==> config.mk <==
export PLATFORM = sky130hd
export DESIGN_NAME = bpsk_link_flat
export DESIGN_NICKNAME = d
export VERILOG_FILES = /design/src/rtl/bpsk_link_if.sv /design/src/rtl/bpsk_link.sv /design/src/flat_wrapper.sv
export SDC_FILE = /design/constraint.sdc
export NUM_CORES = 1
export LEC_CHECK = 0
export ABC_AREA = 1
export CAP_MARGIN = 25
export CORE_MARGIN = 4
export CORE_UTILIZATION = 60
export DETAILED_ROUTE_END_ITERATION = 8
export DONT_BUFFER_PORTS = 1
export PLACE_DENSITY_LB_ADDON = 0.05
export SYNTH_ARGS = -nofsm -noshare
export SYNTH_HDL_FRONTEND = slang
export SYNTH_SLANG_ARGS = --single-unit
==> constraint.sdc <==
create_clock -name clk -period 3.7 [get_ports clk]
set_clock_uncertainty 0.15 [all_clocks]
set_input_delay 1.11 -clock clk [delete_from_list [all_inputs] [get_ports clk]]
set_output_delay 1.11 -clock clk [all_outputs]
set_load 0.03 [all_outputs]
==> src/rtl/bpsk_link_if.sv <==
// Word-level handshake between the word source/sink and the BPSK link.
// The source drives in_valid/data_in, the link returns in_ready and the received word.
interface bpsk_link_if #(
  parameter int DATA_W = 8
);
  logic              in_valid;
  logic              in_ready;
  logic [DATA_W-1:0] data_in;
  logic              out_valid;
  logic [DATA_W-1:0] data_out;

  modport slave (
    input  in_valid,
    input  data_in,
    output in_ready,
    output out_valid,
    output data_out
  );

  modport master (
    output in_valid,
    output data_in,
    input  in_ready,
    input  out_valid,
    input  data_out
  );
endinterface

==> src/rtl/bpsk_link.sv <==
// Bit-serial antipodal link: LSB-first serialiser, saturating noisy channel,
// integrate-and-dump receiver that reassembles DATA_W-bit words.
module bpsk_link #(
  parameter int DATA_W = 8,
  parameter int SAMP_W = 9,
  parameter int SPS    = 4,
  parameter int AMP    = 128
) (
  input  logic                     clk,
  input  logic                     reset,
  bpsk_link_if.slave               link,
  input  logic signed [7:0]        noise_in,
  input  logic                     noise_en,
  output logic signed [SAMP_W-1:0] tx_sample,
  output logic                     tx_valid,
  output logic [15:0]              sat_cnt
);

  localparam int SPS_W = (SPS > 1) ? $clog2(SPS) : 1;
  localparam int BIT_W = (DATA_W > 1) ? $clog2(DATA_W) : 1;
  localparam int ACC_W = SAMP_W + $clog2(SPS) + 1;

  localparam logic [SPS_W-1:0]         SPS_LAST = SPS_W'(SPS - 1);
  localparam logic [BIT_W-1:0]         BIT_LAST = BIT_W'(DATA_W - 1);
  localparam logic signed [SAMP_W-1:0] AMP_POS  = SAMP_W'(AMP);
  localparam logic signed [SAMP_W-1:0] AMP_NEG  = SAMP_W'(-AMP);
  localparam logic signed [SAMP_W-1:0] SAMP_MAX = {1'b0, {(SAMP_W-1){1'b1}}};
  localparam logic signed [SAMP_W-1:0] SAMP_MIN = {1'b1, {(SAMP_W-1){1'b0}}};

  typedef enum logic {IDLE, SEND} tx_state_t;

  function automatic logic signed [SAMP_W-1:0] symbol(input logic b);
    return b ? AMP_POS : AMP_NEG;
  endfunction

  // One guard bit above the sample width: overflow shows as guard != sign.
  function automatic logic is_clipped(input logic signed [SAMP_W:0] s);
    return s[SAMP_W] != s[SAMP_W-1];
  endfunction

  function automatic logic signed [SAMP_W-1:0] sat_sample(input logic signed [SAMP_W:0] s);
    if (is_clipped(s))
      return s[SAMP_W] ? SAMP_MIN : SAMP_MAX;
    return s[SAMP_W-1:0];
  endfunction

  function automatic logic [15:0] sat_inc(input logic [15:0] c);
    return (c == 16'hFFFF) ? c : c + 16'd1;
  endfunction

  function automatic logic decide(input logic signed [ACC_W-1:0] a);
    return ~a[ACC_W-1];
  endfunction

  tx_state_t                 state;
  logic                      in_ready_r;
  logic [DATA_W-1:0]         shreg;
  logic [DATA_W-1:0]         shreg_shift;
  logic [SPS_W-1:0]          samp_cnt;
  logic [BIT_W-1:0]          bit_cnt;
  logic signed [SAMP_W-1:0]  tx_sample_p0;
  logic                      vld_p0;
  logic                      accept;
  logic                      bit_end;

  logic signed [SAMP_W:0]    ch_sum;
  logic signed [SAMP_W-1:0]  ch_p1;
  logic                      vld_p1;
  logic [15:0]               sat_cnt_r;

  logic signed [ACC_W-1:0]   acc;
  logic signed [ACC_W-1:0]   acc_sum;
  logic [SPS_W-1:0]          rx_samp;
  logic [BIT_W-1:0]          rx_bit;
  logic                      decided;
  logic                      rx_bit_end;
  logic [DATA_W-1:0]         rx_word;
  logic [DATA_W-1:0]         word_nxt;
  logic [DATA_W-1:0]         data_out_p2;
  logic                      vld_p2;

  always_comb begin
    accept      = link.in_valid && in_ready_r;
    bit_end     = (state == SEND) && (samp_cnt == SPS_LAST);
    shreg_shift = shreg >> 1;
    ch_sum      = {tx_sample_p0[SAMP_W-1], tx_sample_p0}
                + (noise_en ? {{(SAMP_W-7){noise_in[7]}}, noise_in} : '0);
    acc_sum     = acc + {{(ACC_W-SAMP_W){ch_p1[SAMP_W-1]}}, ch_p1};
    decided     = decide(acc_sum);
    rx_bit_end  = vld_p1 && (rx_samp == SPS_LAST);
    word_nxt    = (rx_word >> 1) | (DATA_W'(decided) << (DATA_W - 1));
  end

  // Stage p0: transmit FSM, one registered sample per cycle while SEND.
  always_ff @(posedge clk) begin
    if (reset) begin
      state        <= IDLE;
      in_ready_r   <= 1'b0;
      vld_p0       <= 1'b0;
      tx_sample_p0 <= '0;
      samp_cnt     <= '0;
      bit_cnt      <= '0;
    end else begin
      case (state)
        IDLE: begin
          in_ready_r <= 1'b1;
          if (accept) begin
            state        <= SEND;
            in_ready_r   <= 1'b0;
            vld_p0       <= 1'b1;
            tx_sample_p0 <= symbol(link.data_in[0]);
            samp_cnt     <= '0;
            bit_cnt      <= '0;
          end
        end
        SEND: begin
          if (samp_cnt == SPS_LAST) begin
            samp_cnt <= '0;
            if (bit_cnt == BIT_LAST) begin
              state        <= IDLE;
              in_ready_r   <= 1'b1;
              vld_p0       <= 1'b0;
              tx_sample_p0 <= '0;
            end else begin
              bit_cnt      <= bit_cnt + 1'b1;
              tx_sample_p0 <= symbol(shreg_shift[0]);
            end
          end else begin
            samp_cnt <= samp_cnt + 1'b1;
          end
        end
        default: state <= IDLE;
      endcase
    end
  end

  always_ff @(posedge clk) begin
    if (accept)
      shreg <= link.data_in;
    else if (bit_end)
      shreg <= shreg_shift;
  end

  // Stage p1: channel adds noise and clamps to the sample range.
  always_ff @(posedge clk) begin
    if (reset) begin
      vld_p1    <= 1'b0;
      sat_cnt_r <= '0;
    end else begin
      vld_p1 <= vld_p0;
      if (vld_p0 && is_clipped(ch_sum))
        sat_cnt_r <= sat_inc(sat_cnt_r);
    end
  end

  always_ff @(posedge clk) begin
    if (vld_p0)
      ch_p1 <= sat_sample(ch_sum);
  end

  // Stage p2: integrate-and-dump per bit, word emitted after DATA_W decisions.
  always_ff @(posedge clk) begin
    if (reset) begin
      vld_p2      <= 1'b0;
      data_out_p2 <= '0;
      acc         <= '0;
      rx_samp     <= '0;
      rx_bit      <= '0;
    end else begin
      vld_p2 <= 1'b0;
      if (vld_p1) begin
        if (rx_samp == SPS_LAST) begin
          rx_samp <= '0;
          acc     <= '0;
          if (rx_bit == BIT_LAST) begin
            rx_bit      <= '0;
            data_out_p2 <= word_nxt;
            vld_p2      <= 1'b1;
          end else begin
            rx_bit <= rx_bit + 1'b1;
          end
        end else begin
          rx_samp <= rx_samp + 1'b1;
          acc     <= acc_sum;
        end
      end
    end
  end

  always_ff @(posedge clk) begin
    if (rx_bit_end)
      rx_word <= word_nxt;
  end

  assign link.in_ready  = in_ready_r;
  assign link.out_valid = vld_p2;
  assign link.data_out  = data_out_p2;
  assign tx_sample      = tx_sample_p0;
  assign tx_valid       = vld_p0;
  assign sat_cnt        = sat_cnt_r;

endmodule

==> src/flat_wrapper.sv <==
// flat-port wrapper written by rule: the top's interface ports become plain ports
module bpsk_link_flat 
#(
  parameter int DATA_W = 8,
  parameter int SAMP_W = 9,
  parameter int SPS    = 4,
  parameter int AMP    = 128
)
  (clk, reset, noise_in, noise_en, tx_sample, tx_valid, sat_cnt, link_in_valid, link_data_in, link_in_ready, link_out_valid, link_data_out);
  bpsk_link_if #(.DATA_W(DATA_W)) link_i ();
  input  logic clk;
  input  logic reset;
  input  logic signed [7:0] noise_in;
  input  logic noise_en;
  output logic signed [SAMP_W-1:0] tx_sample;
  output logic tx_valid;
  output logic [15:0] sat_cnt;
  input wire logic [$bits(link_i.in_valid)-1:0] link_in_valid;
  input wire logic [$bits(link_i.data_in)-1:0] link_data_in;
  output wire logic [$bits(link_i.in_ready)-1:0] link_in_ready;
  output wire logic [$bits(link_i.out_valid)-1:0] link_out_valid;
  output wire logic [$bits(link_i.data_out)-1:0] link_data_out;
  assign link_i.in_valid = link_in_valid;
  assign link_i.data_in = link_data_in;
  assign link_in_ready = link_i.in_ready;
  assign link_out_valid = link_i.out_valid;
  assign link_data_out = link_i.data_out;
  bpsk_link #(.DATA_W(DATA_W), .SAMP_W(SAMP_W), .SPS(SPS), .AMP(AMP)) u_core (.clk(clk), .reset(reset), .link(link_i), .noise_in(noise_in), .noise_en(noise_en), .tx_sample(tx_sample), .tx_valid(tx_valid), .sat_cnt(sat_cnt));
endmodule
==> results.cfg, run 1 <==
[status]
status = completed

[logic_synthesis]
yosysTopAreaCell = dfxtp_1
yosysSeqAreaShare_pct = 43.4
ys_ff_latch = 76
syn_avg_cell_area_um2 = 8.12
netlist_instances = 497
yosysMostFrequentCell = nand2_1
async_reset_ff_share_pct = 0
yosys.area.top_type_share_pct = 26.3
synth_area_um2 = 4040
synth_area_leaders = dfxtp_1, edfxtp_1, nand2_1
ys_warn_count = 0
synthFlopType = dfxtp_1
synthTopCellsByCount = nand2_1, inv_1, dfxtp_1, nor2_1
synth_edf_count = 23
yosys.cell_types.count = 43

[power_and_ir_drop]
total_power_mw = 1.80
power_density_nw_per_um2 = 426
leakage_nw = 1.80
irDropWorstVdd_uv = 299

[floorplan]
die_height_um = 90.0
row_count = 29
dieArea_um2 = 8100
core_area_um2 = 6420
start_util_pct = 62.8
fp.dieW_um = 90.0
io_pins = 56

[finish]
antenna_cells = 0
seq_area_um2 = 1750
drive_gt1_share_pct = 11.2
multi_input_area_um2 = 1950
fin_nets = 537
area_delta_synth_final_pct = 4.87
n_fill_cell = 550

[critical_path]
start_kind = input port
r2r_setup_slack_ns = 1.06
cp.required_ns = 3.79
critPathKind = in -> reg
timing.rr.start = u_core.tx_sample[7]
crit_fanout = 19
cp.arrival_ns = 3.03
crit_start = noise_en
cp-end-kind = register

[sta]
fin_crit_ns = 2.94
fin_crit_sh_pct = 79.5
rsz0062_at_grt = false
finalHoldViolCount = 0
fin_setup_tns_ns = 0
worst_pin_slew_ns = 0.804
relSlewSlack_pct = 46.2
setup_viol = 0
drv_slew = 0
timing.fmax_mhz = 340

[cts]
clk_pin_slew_worst_paths_ns = 0.09
htreeDepth = 3
numCtsBuffers = 9
clockBufferDepth = 2
cts_tree = yes
clock_latency_ns = 0.35
cts_sinks = 76
postCtsSetupBuffers = 0
hold_buffers = 0
clockRootBuffer = clkbuf_8
ctsResizeCount = 0

[placed_design]
portBuffers = 0
dpl.hpwl_um = 5460
gp_congestion = 0.868

[detailed_routing]
avgViaCountPerCell = 5.35
drtIter0Drc = 171
post-route-drc-count = 0
finalWirelength_um = 7550
drt-met1-wl_um = 3550
wl_met2_um = 3550
met3WireLength_um = 414
routedWlPerCell_um = 13.1
top_layer = met4
via_count = 3087
ant_nets = 0
dr.pass1.iters = 4

[worst_hold_path]
hp-class = reg -> reg
hp-start = u_core.rx_word[7]

[grt]
grt_usage_pct = 18.9
grt_max_degree = 36
grt_pass1_wl_um = 12900
grt_pass1_vias = 2804
antenna_found_initial = 0
grt_overflow = 0

[run]
cap_violations = 0
==> path summary, 6_finish.rpt <==
check,to,cells past startpoint
worst max register to register,u_core.sat_cnt[4],12
worst min-delay path,u_core.rx_word[6],0
worst min register to register,u_core.rx_word[6],0
worst max-delay path,u_core.sat_cnt[4],14
==> area by class of cell <==
| type | count | area share (%) |
|---|---|---|
| multi-input cells | 349 | 46.1 |
| flip-flops and latches | 76 | 41.4 |
| inverters | 59 | 5.38 |
| clock buffers | 9 | 2.93 |
| well taps | 77 | 2.28 |
| clock inverters | 7 | 1.92 |
==> metal layers <==
| layer | global-route usage (%) | up-vias |
|---|---|---|
| met5 | 0 | - |
| met4 | 5.23 | 0 |
| met3 | 5.59 | 6 |
| met2 | 30.8 | 73 |
| met1 | 24.6 | 1400 |
| li1 | - | 1608 |
==> cells by family after synthesis <==
kind of cell	share of synthesized area, %
DFF	43.4
adders and majority gates	7.38
AOI/OAI and AO/OA	11.3
and+or+nand+nor	27.3
xor gates and xnor gates	1.74
other	0.0929
buffers and inverters	8.81
==> worst max-delay path, cell delays in order <==
cell and delay, ns:
nand2_1 0.03, inv_1 0.12, ha_1 0.20, inv_1 0.06, fa_1 0.38, inv_1 0.21, nand2_4 0.10, clkinv_2 0.07
nor2_2 0.04, nor2_4 0.10, nand2_4 0.15, inv_6 0.18, nand3_1 0.08, and3_1 0.18
==> registers in the layout (all words and copies together) (netlist names) <==
name	flops
u_core.sat_cnt	16
u_core.acc	12
u_core.ch_p1	9
u_core.link.data_out	8
u_core.rx_word	7
u_core.shreg	7
u_core.bit_cnt	3
u_core.rx_bit	3
u_core.rx_samp	2
u_core.samp_cnt	2
u_core.tx_sample	2
u_core.link.in_ready	1
u_core.link.out_valid	1
u_core.state	1
u_core.tx_valid	1
u_core.vld_p1	1
==> per-stage QoR <==
step           instances  hold slack [ns]  utilization [%]  setup WS, ns  area, um^2
2_1_floorplan        503            0.278                -         0.407        4060
3_3_place_gp         561            0.290             62.7         0.433        4030
3_5_place_dp         561            0.295             62.7         0.381        4030
4_1_cts              577            0.310             65.9         0.754        4230
5_1_grt              577            0.332             65.9         0.559        4230
6_report             577            0.306             65.9         0.757        4230
==> report_power, final <==
part	internal (mW)	total, mW	switching [mW]
registers	0.902	0.948	0.0457
logic	0.0666	0.209	0.142
clock network	0.321	0.645	0.325
==> cells in the final DEF, fill, tap and decap left out, types with 10 or more instances in the layout <==
cell,n
dfxtp_1,53
a21oi_1,31
nand2_1,132
inv_1,55
o21ai_0,21
nor2_1,32
nand2_2,10
ha_1,19
edfxtp_1,23
nand3_1,31
(Power assumes the default switching activity.)
==> run 2: changes to the inputs <==
==> constraint.sdc (replaced) <==
create_clock -name clk -period 2.8 [get_ports clk]
set_clock_uncertainty 0.15 [all_clocks]
set_input_delay 0.84 -clock clk [delete_from_list [all_inputs] [get_ports clk]]
set_output_delay 0.84 -clock clk [all_outputs]
set_load 0.03 [all_outputs]
==> run 2 against run 1 <==
Effect of this change: sequential power increased by 31%; first-iteration DRC count decreased by 46%; global-route usage increased by 1.2 points; worst hold slack improved by 0.0040 ns; worst setup slack got worse by 0.43 ns; cell area increased by 2.3%; final cell count increased by 2.1%; critical path type unchanged.
==> results.cfg, run 2 (synthesis results as in run 1) <==
[worst_hold_path]
hp-class = reg -> reg
hp-start = u_core.rx_word[3]

[critical_path]
critical_path.top_delay_family = adder cells
crit_path_max_incr_delay_ns = 0.63
timing.rr.start = u_core.tx_sample[8]
crit_fanout = 15
cp-end-kind = register
cpMaxStageDelayCell = fa_2
crit_start = noise_in[7]
cp.arrival_ns = 2.56
path_cells = nand2_2 -> inv_2 -> ha_4 -> fa_2 -> nand2_4 -> clkinv_4 -> nor2_4 -> nor2_4 -> nand2_4 -> inv_6 -> nand3_1 -> and3_1
critPathKind = in -> reg
critPathBufInv = 3
start_kind = input port
cp.required_ns = 2.89

[cts]
htreeDepth = 3
clockRootBuffer = clkbuf_8
cts_sinks = 76
clk_pin_slew_worst_paths_ns = 0.08
postCtsSetupBuffers = 0
numCtsBuffers = 9
cts_tree = yes
clock_latency_ns = 0.34
hold_buffers = 0
ctsResizeCount = 0
clockBufferDepth = 2

[status]
status = completed

[finish]
area_delta_synth_final_pct = 7.29
stdcell_area_um2 = 4330
n_fill_cell = 553
antenna_cells = 0
fin_nets = 549
layout_commonest_cell = nand2_1
final_cell_mix = nand2_1, inv_1, dfxtp_1
drive_gt1_share_pct = 13.9
largest_reg_flops = 16

[power_and_ir_drop]
leakage_nw = 1.85
irDropWorstVdd_uv = 370
power_density_nw_per_um2 = 545
total_power_mw = 2.36

[sta]
fin_crit_ns = 2.47
drv_slew = 0
setup_viol = 0
finalHoldViolCount = 0
finalHoldWorstSlack_ns = 0.310
worst_pin_slew_ns = 0.504
fin_setup_tns_ns = 0
rsz0062_at_grt = false
timing.fmax_mhz = 405
fin_crit_sh_pct = 88.1
setup_ws_ns = 0.332
relSlewSlack_pct = 66.4

[detailed_routing]
routedWlPerCell_um = 13.1
ant_nets = 0
dr.pass1.iters = 6
drtIter0Drc = 93
avgViaCountPerCell = 5.23
via_count = 3083
finalWirelength_um = 7700
post-route-drc-count = 0

[placed_design]
portBuffers = 0
place_ws_ns = -0.0401
dpl.hpwl_um = 5580
place_area_um2 = 4140
gp_congestion = 0.907

[floorplan]
row_count = 29
dieArea_um2 = 8100
start_util_pct = 62.8
core_area_um2 = 6420
die_height_um = 90.0
fp.dieW_um = 90.0
io_pins = 56

[grt]
grtUsageMet2_pct = 33.6
grt_max_degree = 36
use_met3_pct = 6.09
met1_usage_pct = 25.0
grt.busiest_layer = met2
grt_pass1_vias = 3031
antenna_found_initial = 0
grt_usage_pct = 20.1
grt_overflow = 0
grt_pass1_wl_um = 13600

[run]
cap_violations = 0
run 2: metrics by stage:
step                instances  util [%]
floorplan                 503         -
detailed placement        573      64.5
global route              589      67.4
finish                    589      67.4
global placement          573      64.5
CTS                       589      67.4
run 2: cell type report:
class                      instances  area [um^2]  area share [%]
tap                               77         96.3            2.23
clock buffer                      11          131            3.03
inverter                          59          231            5.35
timing repair buffer              12         90.1            2.08
clock inverter                     5         55.1            1.27
multi-input combinational        349         1970            45.6
sequential                        76         1750            40.5
run 2: path summary, 6_finish.rpt:
check	end	slack [ns]	depth (start not counted)
setup / recovery	u_core.sat_cnt[2]	0.33	12
hold / removal	u_core.rx_word[2]	0.31	0
hold reg to reg	u_core.rx_word[2]	0.31	0
setup reg to reg	u_core.sat_cnt[2]	0.44	8
run 2: worst reg2reg max path: stages, from the launching register on:
cell	delay [ns]
dfxtp_1	0.64
fa_2	0.60
nor2_8	0.15
nor2_4	0.05
nor2_4	0.09
nand2_4	0.13
inv_6	0.17
nand3_1	0.09
and3_1	0.19
run 2: metal layers:
metal  part of all wire [%]  wire length [um]
met1                     46              3530
met2                     49              3740
met3                    4.8               367
met4                   0.86                66
met5                      0                 0
run 2: power breakdown:
| group | switching, mW | total (mW) | internal (mW) | leakage [nW] |
|---|---|---|---|---|
| clock network | 0.389 | 0.799 | 0.409 | 0.0893 |
| logic | 0.208 | 0.320 | 0.112 | 1.12 |
| registers | 0.0479 | 1.24 | 1.19 | 0.640 |
| total | 0.646 | 2.36 | 1.71 | 1.85 |
==> run 3: changes to the inputs <==
--- a/config.mk
+++ b/config.mk
@@ -6,9 +6,10 @@
 export NUM_CORES = 1
 export LEC_CHECK = 0
 export ABC_AREA = 1
+export ABC_CLOCK_PERIOD_IN_PS = 2100
 export CAP_MARGIN = 25
 export CORE_MARGIN = 4
-export CORE_UTILIZATION = 60
+export CORE_UTILIZATION = 57
 export DETAILED_ROUTE_END_ITERATION = 8
 export DONT_BUFFER_PORTS = 1
 export PLACE_DENSITY_LB_ADDON = 0.05
==> constraint.sdc (replaced) <==
create_clock -name clk -period 2.1 [get_ports clk]
set_clock_uncertainty 0.15 [all_clocks]
set_input_delay 0.63 -clock clk [delete_from_list [all_inputs] [get_ports clk]]
set_output_delay 0.63 -clock clk [all_outputs]
set_load 0.03 [all_outputs]
==> run 3 against run 2 <==
Effect of this change: the run now ends with setup timing left; via count is 4.9% higher; sequential share of layout area down 1.7 points; largest cell class unchanged; combinational power is 48% higher; cell area rose by 4.5%; sequential power is 31% higher; highest routed layer unchanged; power increased by 34%; register-to-register slack got worse by 0.43 ns; critical endpoint is now u_core.sat_cnt[4].
==> results.cfg, run 3 (synthesis results as in run 1) <==
[detailed_routing]
ant_nets = 0
dr.pass1.iters = 4
drtIter0Drc = 69
routedWlPerCell_um = 12.6
via_count = 3235
post-route-drc-count = 0
avgViaCountPerCell = 5.16
finalWirelength_um = 7910

[cts]
clk_pin_slew_worst_paths_ns = 0.09
clockBufferDepth = 2
cts_tree = yes
cts_sinks = 76
clockRootBuffer = clkbuf_8
numCtsBuffers = 9
htreeDepth = 3
clock_latency_ns = 0.35
postCtsSetupBuffers = 0

[run]
cap_violations = 0

[sta]
fin_setup_tns_ns = -0.187
drv_slew = 0
rsz0062_at_grt = true
fin_crit_sh_pct = 101
timing.fmax_mhz = 471
finalHoldViolCount = 0
fin_crit_ns = 2.12
finalHoldWorstSlack_ns = 0.183
setup_viol = 12
setup_ws_ns = -0.0247

[finish]
antenna_cells = 0
fin_nets = 568
post-route-util_pct = 66.2
final_cell_mix = nand2_1, inv_1, dfxtp_1
drive_gt1_share_pct = 17.9
multi_input_area_um2 = 2000
n_fill_cell = 602
largest_reg_flops = 16
layout_commonest_cell = nand2_1
seq_area_um2 = 1750
area_delta_synth_final_pct = 12.1

[power_and_ir_drop]
combinationalPowerShare_pct = 15.1
power_density_nw_per_um2 = 698
seqPwrFrac_pct = 51.7
power.share.switching_pct = 29.9
clkPwrFrac_pct = 33.3
netSwitchingPower_uw = 944
intPower_mw = 2.21
leakage_nw = 1.96
irDropWorstVdd_uv = 442

[placed_design]
portBuffers = 0
place_ws_ns = -0.448
gp_congestion = 0.879
dpl.hpwl_um = 5910

[critical_path]
reg2reg_to = u_core.sat_cnt[4]
crit_path_end = u_core.sat_cnt[4]
cp.arrival_ns = 2.22
critPathKind = in -> reg
cp-end-kind = register
r2r_setup_slack_ns = 0.01
cp.required_ns = 2.19
reg2reg_depth = 10
crit_fanout = 13
timing.rr.start = u_core.tx_sample[7]
crit_start = noise_in[7]
start_kind = input port

[floorplan]
start_util_pct = 59.1
row_count = 30
core_area_um2 = 6830
die_height_um = 92.1
fp.dieW_um = 92.1
dieArea_um2 = 8490
io_pins = 56

[grt]
grt_pass1_vias = 3114
grt_pass1_wl_um = 13700
grt_usage_pct = 19.8
grt_max_degree = 36
grt_overflow = 0
antenna_found_initial = 0

[worst_hold_path]
hp-class = in -> reg

[status]
failed_checks = setup timing
status = finished, violations left
==> run 3: changes by cell type in the layout (fill, tap and decap cells not counted), moves of 2 or more <==
| cell | delta |
|---|---|
| buf_4 | +18 |
| inv_6 | +3 |
| clkbuf_1 | -2 |
| clkinv_2 | -2 |
| inv_4 | +2 |
| inv_8 | +2 |
| o21ai_0 | -2 |
| o21ai_1 | +2 |
==> run 3: per-layer routing <==
layer | track usage (%) | part of all wire (%)
met1 | 24.8 | 45
met2 | 33.2 | 48
met3 | 5.50 | 5.3
met4 | 6.44 | 1.3
met5 | 0 | 0
==> run 3: how the worst min path moves through the flow <==
stage | slack, ns | startpoint | depth (start not counted) | endpoint
floorplan | 0.28 | u_core.rx_word[2] | 0 | u_core.rx_word[1]
global placement | 0.28 | u_core.rx_word[5] | 0 | u_core.rx_word[4]
detailed placement | 0.29 | u_core.rx_word[5] | 0 | u_core.rx_word[4]
CTS | 0.16 | reset | 1 | u_core.sat_cnt[6]
global route | 0.15 | reset | 1 | u_core.sat_cnt[5]
finish | 0.18 | reset | 1 | u_core.sat_cnt[6]
==> run 3: timing repair <==
item                       4_1_cts  5_1_grt
pin swaps                        1        0
cloned                           1        0
resized for setup                7        2
hold buffers                     0        0
hold endpoints to repair         0        0
setup endpoints to repair        5       16
==> run 3: final cells by class <==
cell class,count,share of cell area [%]
well taps,96,2.65
clock inverters,7,1.38
clock buffers,9,2.74
multi-input cells,349,44.1
repair inverters,1,0.138
repair buffers,30,4.98
inverters,59,5.23
flip-flops and latches,76,38.7
==> run 3: power by group through the flow <==
stage,Combinational [mW],Sequential [mW],Clock [mW]
floorplan,0.357,1.68,0
detailed placement,0.468,1.66,0
CTS,0.477,1.63,1.08
finish,0.475,1.63,1.05
global placement,0.457,1.66,0
global route,0.542,1.64,1.14
==> run 3: per-stage QoR <==
step / std cells / area [um^2] / total power, mW
after floorplan: 503 / 4090 / 2.04
after global placement: 610 / 4300 / 2.12
after detailed placement: 610 / 4300 / 2.13
after CTS: 627 / 4520 / 3.18
after global routing: 627 / 4520 / 3.32
final: 627 / 4520 / 3.16
==> run 3: critical path: stages <==
cell	delay, ns
nand2_4	0.05
inv_4	0.04
ha_4	0.15
fa_2	0.62
nand2_4	0.08
clkinv_4	0.06
nor2_4	0.03
nor2_4	0.13
nand2_8	0.12
inv_8	0.10
nand3_2	0.05
and3_1	0.15
